[src/rtl/exe_stage.sv]
// Execute stage: single-cycle ALU plus an FSM-driven iterative shift-add multiply.
// Defining EXE_DIV_EN adds unsigned restoring divide on EXE_CMD 1101 (quotient; /0 gives all ones).
module exe_stage #(
    parameter int DATA_W = 32
) (
    input  logic              clk,
    input  logic              rst,
    input  logic              in_valid,
    input  logic [3:0]        EXE_CMD,
    input  logic [DATA_W-1:0] val1,
    input  logic [DATA_W-1:0] val2,
    input  logic [DATA_W-1:0] reg2,
    input  logic [4:0]        dest,
    input  logic              WB_EN,
    input  logic              MEM_R_EN,
    input  logic              MEM_W_EN,
    output logic              stall,
    output logic              WB_En_EXE,
    output logic [1:0]        MEM_Signal_EXE,
    output logic [4:0]        dest_EXE,
    output logic [DATA_W-1:0] ALU_result_EXE,
    output logic [DATA_W-1:0] reg2_EXE
);
    localparam int CNT_W = $clog2(DATA_W);
    localparam logic [CNT_W-1:0] LAST_ITER = CNT_W'(DATA_W - 1);

    localparam logic [3:0] CMD_ADD = 4'b0000;
    localparam logic [3:0] CMD_SUB = 4'b0010;
    localparam logic [3:0] CMD_AND = 4'b0100;
    localparam logic [3:0] CMD_OR  = 4'b0101;
    localparam logic [3:0] CMD_NOR = 4'b0110;
    localparam logic [3:0] CMD_XOR = 4'b0111;
    localparam logic [3:0] CMD_SLL = 4'b1000;
    localparam logic [3:0] CMD_SRA = 4'b1001;
    localparam logic [3:0] CMD_SRL = 4'b1010;
    localparam logic [3:0] CMD_MUL = 4'b1100;
`ifdef EXE_DIV_EN
    localparam logic [3:0] CMD_DIV = 4'b1101;
`endif

    typedef enum logic [1:0] {IDLE, RUN, DONE} state_t;

    state_t            r_state;
    logic [CNT_W-1:0]  r_cnt;
    // r_opa: multiplicand (shifted left) or divisor; r_opb: multiplier (shifted right) or dividend/quotient
    logic [DATA_W-1:0] r_opa;
    logic [DATA_W-1:0] r_opb;
    logic [DATA_W-1:0] r_acc;
    logic              w_multi;
    logic [DATA_W-1:0] w_alu;
    logic [DATA_W-1:0] w_final;

`ifdef EXE_DIV_EN
    logic              r_is_div;
    logic [DATA_W:0]   w_rem_sh;
    logic              w_ge;
    assign w_multi  = (EXE_CMD == CMD_MUL) || (EXE_CMD == CMD_DIV);
    assign w_rem_sh = {r_acc, r_opb[DATA_W-1]};
    assign w_ge     = (w_rem_sh >= {1'b0, r_opa});
    assign w_final  = r_is_div ? r_opb : r_acc;
`else
    assign w_multi  = (EXE_CMD == CMD_MUL);
    assign w_final  = r_acc;
`endif

    assign stall = ~rst & in_valid & w_multi & (r_state != DONE);

    always_comb begin
        w_alu = '0;
        case (EXE_CMD)
            CMD_ADD: w_alu = val1 + val2;
            CMD_SUB: w_alu = val1 - val2;
            CMD_AND: w_alu = val1 & val2;
            CMD_OR:  w_alu = val1 | val2;
            CMD_NOR: w_alu = ~(val1 | val2);
            CMD_XOR: w_alu = val1 ^ val2;
            CMD_SLL: w_alu = val1 << val2[4:0];
            CMD_SRA: w_alu = $signed(val1) >>> val2[4:0];
            CMD_SRL: w_alu = val1 >> val2[4:0];
            default: w_alu = '0;
        endcase
    end

    always_ff @(posedge clk) begin
        if (rst) begin
            r_state        <= IDLE;
            r_cnt          <= '0;
            r_opa          <= '0;
            r_opb          <= '0;
            r_acc          <= '0;
`ifdef EXE_DIV_EN
            r_is_div       <= 1'b0;
`endif
            WB_En_EXE      <= 1'b0;
            MEM_Signal_EXE <= 2'b00;
            dest_EXE       <= '0;
            ALU_result_EXE <= '0;
            reg2_EXE       <= '0;
        end else begin
            // Bubble by default; only a completed instruction overrides it
            WB_En_EXE      <= 1'b0;
            MEM_Signal_EXE <= 2'b00;
            dest_EXE       <= '0;
            ALU_result_EXE <= '0;
            reg2_EXE       <= '0;
            case (r_state)
                IDLE: begin
                    if (in_valid && w_multi) begin
                        r_state <= RUN;
                        r_cnt   <= '0;
                        r_acc   <= '0;
`ifdef EXE_DIV_EN
                        r_is_div <= (EXE_CMD == CMD_DIV);
                        r_opa    <= (EXE_CMD == CMD_DIV) ? val2 : val1;
                        r_opb    <= (EXE_CMD == CMD_DIV) ? val1 : val2;
`else
                        r_opa   <= val1;
                        r_opb   <= val2;
`endif
                    end else if (in_valid) begin
                        WB_En_EXE      <= WB_EN;
                        MEM_Signal_EXE <= {MEM_R_EN, MEM_W_EN};
                        dest_EXE       <= dest;
                        ALU_result_EXE <= w_alu;
                        reg2_EXE       <= reg2;
                    end
                end
                RUN: begin
                    r_cnt <= r_cnt + 1'b1;
                    if (r_cnt == LAST_ITER)
                        r_state <= DONE;
`ifdef EXE_DIV_EN
                    if (r_is_div) begin
                        r_acc <= w_ge ? (w_rem_sh[DATA_W-1:0] - r_opa) : w_rem_sh[DATA_W-1:0];
                        r_opb <= {r_opb[DATA_W-2:0], w_ge};
                    end else
`endif
                    begin
                        if (r_opb[0])
                            r_acc <= r_acc + r_opa;
                        r_opa <= r_opa << 1;
                        r_opb <= r_opb >> 1;
                    end
                end
                DONE: begin
                    r_state        <= IDLE;
                    WB_En_EXE      <= WB_EN;
                    MEM_Signal_EXE <= {MEM_R_EN, MEM_W_EN};
                    dest_EXE       <= dest;
                    ALU_result_EXE <= w_final;
                    reg2_EXE       <= reg2;
                end
                default: r_state <= IDLE;
            endcase
        end
    end
endmodule

[config.mk]
export PLATFORM = sky130hd
export DESIGN_NAME = exe_stage
export DESIGN_NICKNAME = d
export VERILOG_FILES = /design/src/rtl/exe_stage.sv
export SDC_FILE = /design/constraint.sdc
export NUM_CORES = 1
export LEC_CHECK = 0
export BUFFER_PORTS_ARGS = -buffer_cell sky130_fd_sc_hd__buf_2
export CORE_ASPECT_RATIO = 1.4
export CORE_MARGIN = 4
export CORE_UTILIZATION = 50
export DETAILED_ROUTE_END_ITERATION = 8
export PLACE_DENSITY = 0.7
export SLEW_MARGIN = 20
export SYNTH_ARGS = -nofsm -noshare
export SYNTH_HDL_FRONTEND = slang
export SYNTH_SLANG_ARGS = --single-unit
export TNS_END_PERCENT = 20
[constraint.sdc]
create_clock -name clk -period 12.9 [get_ports clk]
set_input_delay 2.58 -clock clk [delete_from_list [all_inputs] [get_ports clk]]
set_output_delay 2.58 -clock clk [all_outputs]
set_load 0.01 [all_outputs]
; After elaboration in Yosys (flattened, before gate mapping)
; Index checks and enable logic that the tools add are counted.
[classes]
n_bitwise = 8
n_eq_ne = 16
mux = 28
n_addsub = 4
shifts = 3
n_reduce_logical = 7
[ops]
columns = cell, n
row1 = 32-bit case mux with 2 select lines, 5
row2 = 32-bit case mux with 9 select lines, 1
row3 = 32-bit two-way mux, 8
row4 = 32-bit adder, 2
row5 = 32-bit AND, 1
row6 = 32-bit NOT, 1
row7 = 32-bit bitwise OR, 1
row8 = 32-bit by 5-bit left shift with 32-bit output, 1
row9 = 32-bit by 5-bit right shift with 32-bit output, 1
row10 = 32-bit by 5-bit >>> shifter with 32-bit output, 1
row11 = 32-bit subtractor, 1
row12 = 32-bit XOR, 1
row13 = 5-bit case mux with 2 select lines, 2
row14 = "4-bit by 3-bit equality test with 1-bit output, second input constant", 4
row15 = "4-bit equality test, second input constant", 4
row16 = 5-bit two-way mux, 3
row17 = 2-bit two-way mux, 4
row18 = "2-bit inequality test, second input constant", 4
row19 = 2-bit case mux with 2 select lines, 2
row20 = "5-bit by 1-bit adder with 5-bit output, second input constant", 1
row21 = "5-bit equality test, second input constant", 1
row22 = "4-bit by 2-bit equality test with 1-bit output, second input constant", 1
row23 = 4-bit logical NOT, 1
row24 = 2-bit AND reduction, 2
row25 = 10 further kinds, 13
[totals]
inputBits = 111
reg_bits = 175
out_inout_bits = 73
word_cells = 76

; Longest topological paths before layout
[logic_depth]
word_depth = 6
mapped_depth = 21
mapped_depth_nobuf = 17

; Worst setup path after synthesis
; No wires, ideal clock.
[synth_path]
path_kind = input-to-reg
start = input port val2[0]
end = register ALU_result_EXE[29]
setup_slack_ps = 6713
n_path_buf = 4
required_ps = 12763
arrival_ps = 6050
setup_time_ps = 137
cell_stages = 20
path_cell_list = buf_6 > buf_6 > inv_2 > buf_2 > ha_1 > nand3_1 > nor3_1 > a31oi_1 > xnor2_1 > ha_1 > clkbuf_1 > a21oi_1 > o21ai_0 > or2_1 > a2111oi_2 > nor2_1 > o22ai_1 > xnor2_1 > a221oi_1 > a211oi_1
[synth_via]
elab_chain_cells = 5
elab_cells_between_ends = 9
cone_classes = add/sub (2) / shift (3) / mux (4)
[synth_lines]
columns = item, line_no
row1 = "start, declared", 11  ; input logic [DATA_W-1:0] val2,
row2 = "32-bit subtractor, or another cell as far along", 72  ; CMD_SUB: w_alu = val1 - val2;
row3 = 32-bit case mux with 9 select lines (*), 70  ; case (EXE_CMD)
row4 = 32-bit two-way mux (*), 120  ; end else if (in_valid) begin
row5 = 32-bit two-way mux (*), 108  ; if (in_valid && w_multi) begin
row6 = 32-bit case mux with 2 select lines (*), 106  ; case (r_state)
row7 = "end signal, assigned", 124  ; ALU_result_EXE <= w_alu;
row8 = "end signal, assigned", 150  ; ALU_result_EXE <= w_final;
row9 = "end, declared", 21  ; output logic [DATA_W-1:0] ALU_result_EXE,
; Every way passes the cells marked *; elsewhere a longest branch is shown, timed or not.
; A chain may end at the register's enable or synchronous reset.

; Worst setup path after layout
[layout_path]
start = input port val2[1]
end = register ALU_result_EXE[29]
; The elaborated chain is that of the path after synthesis.

==> results.ini <==
[hold_path]
hold_depth = 2
hp-class = reg2reg
whs_endpoint = r_opb[25]$_SDFFE_PP0P_
min_from = r_opb[26]$_SDFFE_PP0P_

[synthesis]
synth_cells = 2048
synth_edf_count = 0
ys_async_sr_fraction = 0
synth.distinct_cells = 87
synth-compound-area-share = 0.253
yosysWarnings = 0
post-synth-top-count-cell = nor2_1
synth_fp_nets = 2291
yosysTopAreaCell = dfxtp_1
ys_seq_elements = 175
ys_seq_area_frac = 0.218
synth_area_mm2 = 0.0161
synth_top_area_share = 0.218
ys.flop_type = dfxtp_1
synth_top_family_by_area = compound AO/OA/AOI/OAI gates
synth_mux_area_frac = 0.132
ys_top_cells_by_count = 248 x nor2_1, 246 x nand2_1, 175 x dfxtp_1
synth-xor-area-share = 0.0445
synth_area_leaders = dfxtp_1 22%, ha_1 10%, mux4_2 7.8%
syn_avg_cell_area_um2 = 7.86
synth-adder-area-share = 0.103
synth-simple-area-share = 0.188

[cts]
cts_resized = 0
clk_latency_ns = 0.46
path_clk_slew_ns = 0.09
cts_made_buffers = 17
post_cts_buffers = 0
h-tree-depth = 4
cts_tree = yes
cts.hold.buffers_added = 0
cts_root_buffer = clkbuf_16
cts_max_path_buffers = 2
cts_sinks = 175

[routing]
via_per_inst = 6.55
vias = 16600
wl_per_cell_um = 25.6
antenna_left = 0
drtPass1Iterations = 6
drtIter0Drc = 1670
wl_um = 65000
post-route-drc-count = 0

[placement]
io_buffers = 183
gp_congestion = 0.997
post_dp_cell_area_mm2 = 0.0171
hpwl_um = 48300

[sta]
slew_viol_final = 0
setup_violations = 0
setup_tns_ns = 0
relSlewSlack = 0.259
clock_skew_ns = 0.0196
period_minus_slack_ns = 7.19
max_freq_mhz = 139
worst_pin_slew_ns = 1.11
rsz0062_at_grt = no
hold_violations = 0
finalCritPeriodShare = 0.558

[setup_path]
timing.rr.start = r_state[0]$_SDFFE_PP0P_
critPathKind = in2reg
r2r_slack_ns = 9.74
crit_path_start_kind = input port
cp_data_arrival_time_ns = 7.56
cp.required_ns = 13.26
r2r-end = r_acc[29]$_SDFFE_PP0P_
crit_fanout = 44
reg2reg_depth = 9
cp-end-kind = flip-flop

[floorplan]
rows = 77
die_w_um = 160
initial_utilization = 0.508
num_io_pins = 184
core_mm2 = 0.0317
dieArea_mm2 = 0.0352
die_y_um = 220

[finish]
drive_above_1_share = 0.165
final_area_mm2 = 0.0177
antenna_cells = 0
area_delta_synth_final_pct = 10.0
final_nets = 2372

[global_route]
grt_pass1_vias = 16100
grt_overflow = 0
grt_pass1_wl_um = 97700
grt_usage = 0.361
antenna_found_initial = 0
grt_max_degree = 86

[pwr]
leakage_nw = 7.61
swShare = 0.364
p_comb_frac = 0.312
clockPowerShare = 0.334
power_density_mw_per_mm2 = 90.4
seqPwrFrac = 0.354
p_switching_w = 0.000583
p_int_w = 0.00102
irDropWorstVdd_uv = 66.4

[flow_run]
drv_cap = 0

[status]
status = complete, no violations

[placed cells by master (no fill, tap or decap), drive strengths merged, types with 14 or more instances in the layout]
master / netlist / layout
inv: 95 / 101
o21ai: 100 / 100
a22o: 20 / 20
a31oi: 23 / 23
ha: 130 / 130
o211ai: 17 / 17
nand3: 26 / 26
a22oi: 27 / 27
a211oi: 57 / 57
and2: 50 / 50
mux2i: 58 / 58
mux4: 56 / 56
clkbuf: 102 / 18
a21o: 33 / 33
buf: 45 / 209
o22ai: 22 / 22
mux2: 25 / 25
a21oi: 138 / 138
nand2: 246 / 246
a311oi: 68 / 68
nor3: 27 / 27
nand2b: 14 / 14
nor2: 249 / 249
dfxtp: 175 / 175
xor2: 25 / 25
xnor2: 56 / 56
[logic make-up after synthesis]
logic type      count (synthesis)
flops                         175
xor+xnor                       81
fa+ha+maj                     132
simple gates                  682
compound gates                597
mux                           139
buf+inv                       242
[power groups by stage]
stage               logic, W  registers (W)  clock network (W)
global route        0.000538       0.000568           0.000564
detailed placement  0.000485       0.000579                  0
floorplan           0.000318       0.000581                  0
global placement    0.000481       0.000579                  0
finish              0.000500       0.000567           0.000535
CTS                 0.000488       0.000567           0.000544
[flip-flops by register name (all words and copies together), names as in the netlist]
signal / flops
r_acc: 32
reg2_EXE: 32
MEM_Signal_EXE: 2
dest_EXE: 5
WB_En_EXE: 1
ALU_result_EXE: 32
r_opa: 32
r_state: 2
r_opb: 32
r_cnt: 5
[per-stage QoR]
stage	worst slack [ns]	utilization	hold WS, ns	total power (W)	std cells
final	5.71	0.559	0.469	0.00160	2537
after global routing	5.39	0.559	0.498	0.00167	2537
after CTS	5.79	0.559	0.467	0.00160	2537
after detailed placement	5.39	0.540	0.464	0.00106	2505
after global placement	5.49	0.540	0.449	0.00106	2505
after floorplan	6.71	-	0.428	0.000899	2048
[cell type report]
class                      count  area [µm²]
clock buffer                  18         439
clock inverter                14         154
fill                        3010       14000
inverter                      95         357
multi-input combinational   1631       11700
sequential                   175        3500
tap                          395         494
timing repair buffer         209        1120
[worst max path at each step]
stage,start,end,cells past startpoint
2_1_floorplan,val2[0],ALU_result_EXE[29]$_SDFF_PP0_,20
3_3_place_gp,val2[1],ALU_result_EXE[29]$_SDFF_PP0_,18
3_5_place_dp,val2[1],ALU_result_EXE[29]$_SDFF_PP0_,18
4_1_cts,EXE_CMD[1],stall,6
5_1_grt,val2[1],ALU_result_EXE[29]$_SDFF_PP0_,18
6_report,val2[1],ALU_result_EXE[29]$_SDFF_PP0_,18
[layer usage]
| layer | vias up | global-route usage | part of all wire |
|---|---|---|---|
| li1 | 7617 | - | - |
| met1 | 7825 | 0.431 | 0.38 |
| met3 | 233 | 0.0587 | 0.086 |
| met5 | - | 0 | 0 |
| met4 | 0 | 0.230 | 0.073 |
| met2 | 942 | 0.607 | 0.46 |
[critical path, cell delays in order]
cell	delay (ns)
buf_2	0.35
buf_4	0.43
inv_1	0.28
ha_1	0.28
nand3_1	0.26
nor3_1	0.63
a31oi_1	0.20
xnor2_1	0.16
ha_1	0.41
a21oi_1	0.22
o21ai_0	0.19
or2_1	0.27
a2111oi_2	0.39
nor2_1	0.14
o22ai_1	0.24
xnor2_1	0.15
a221oi_1	0.09
a211oi_1	0.25
(Power assumes the default switching activity.)
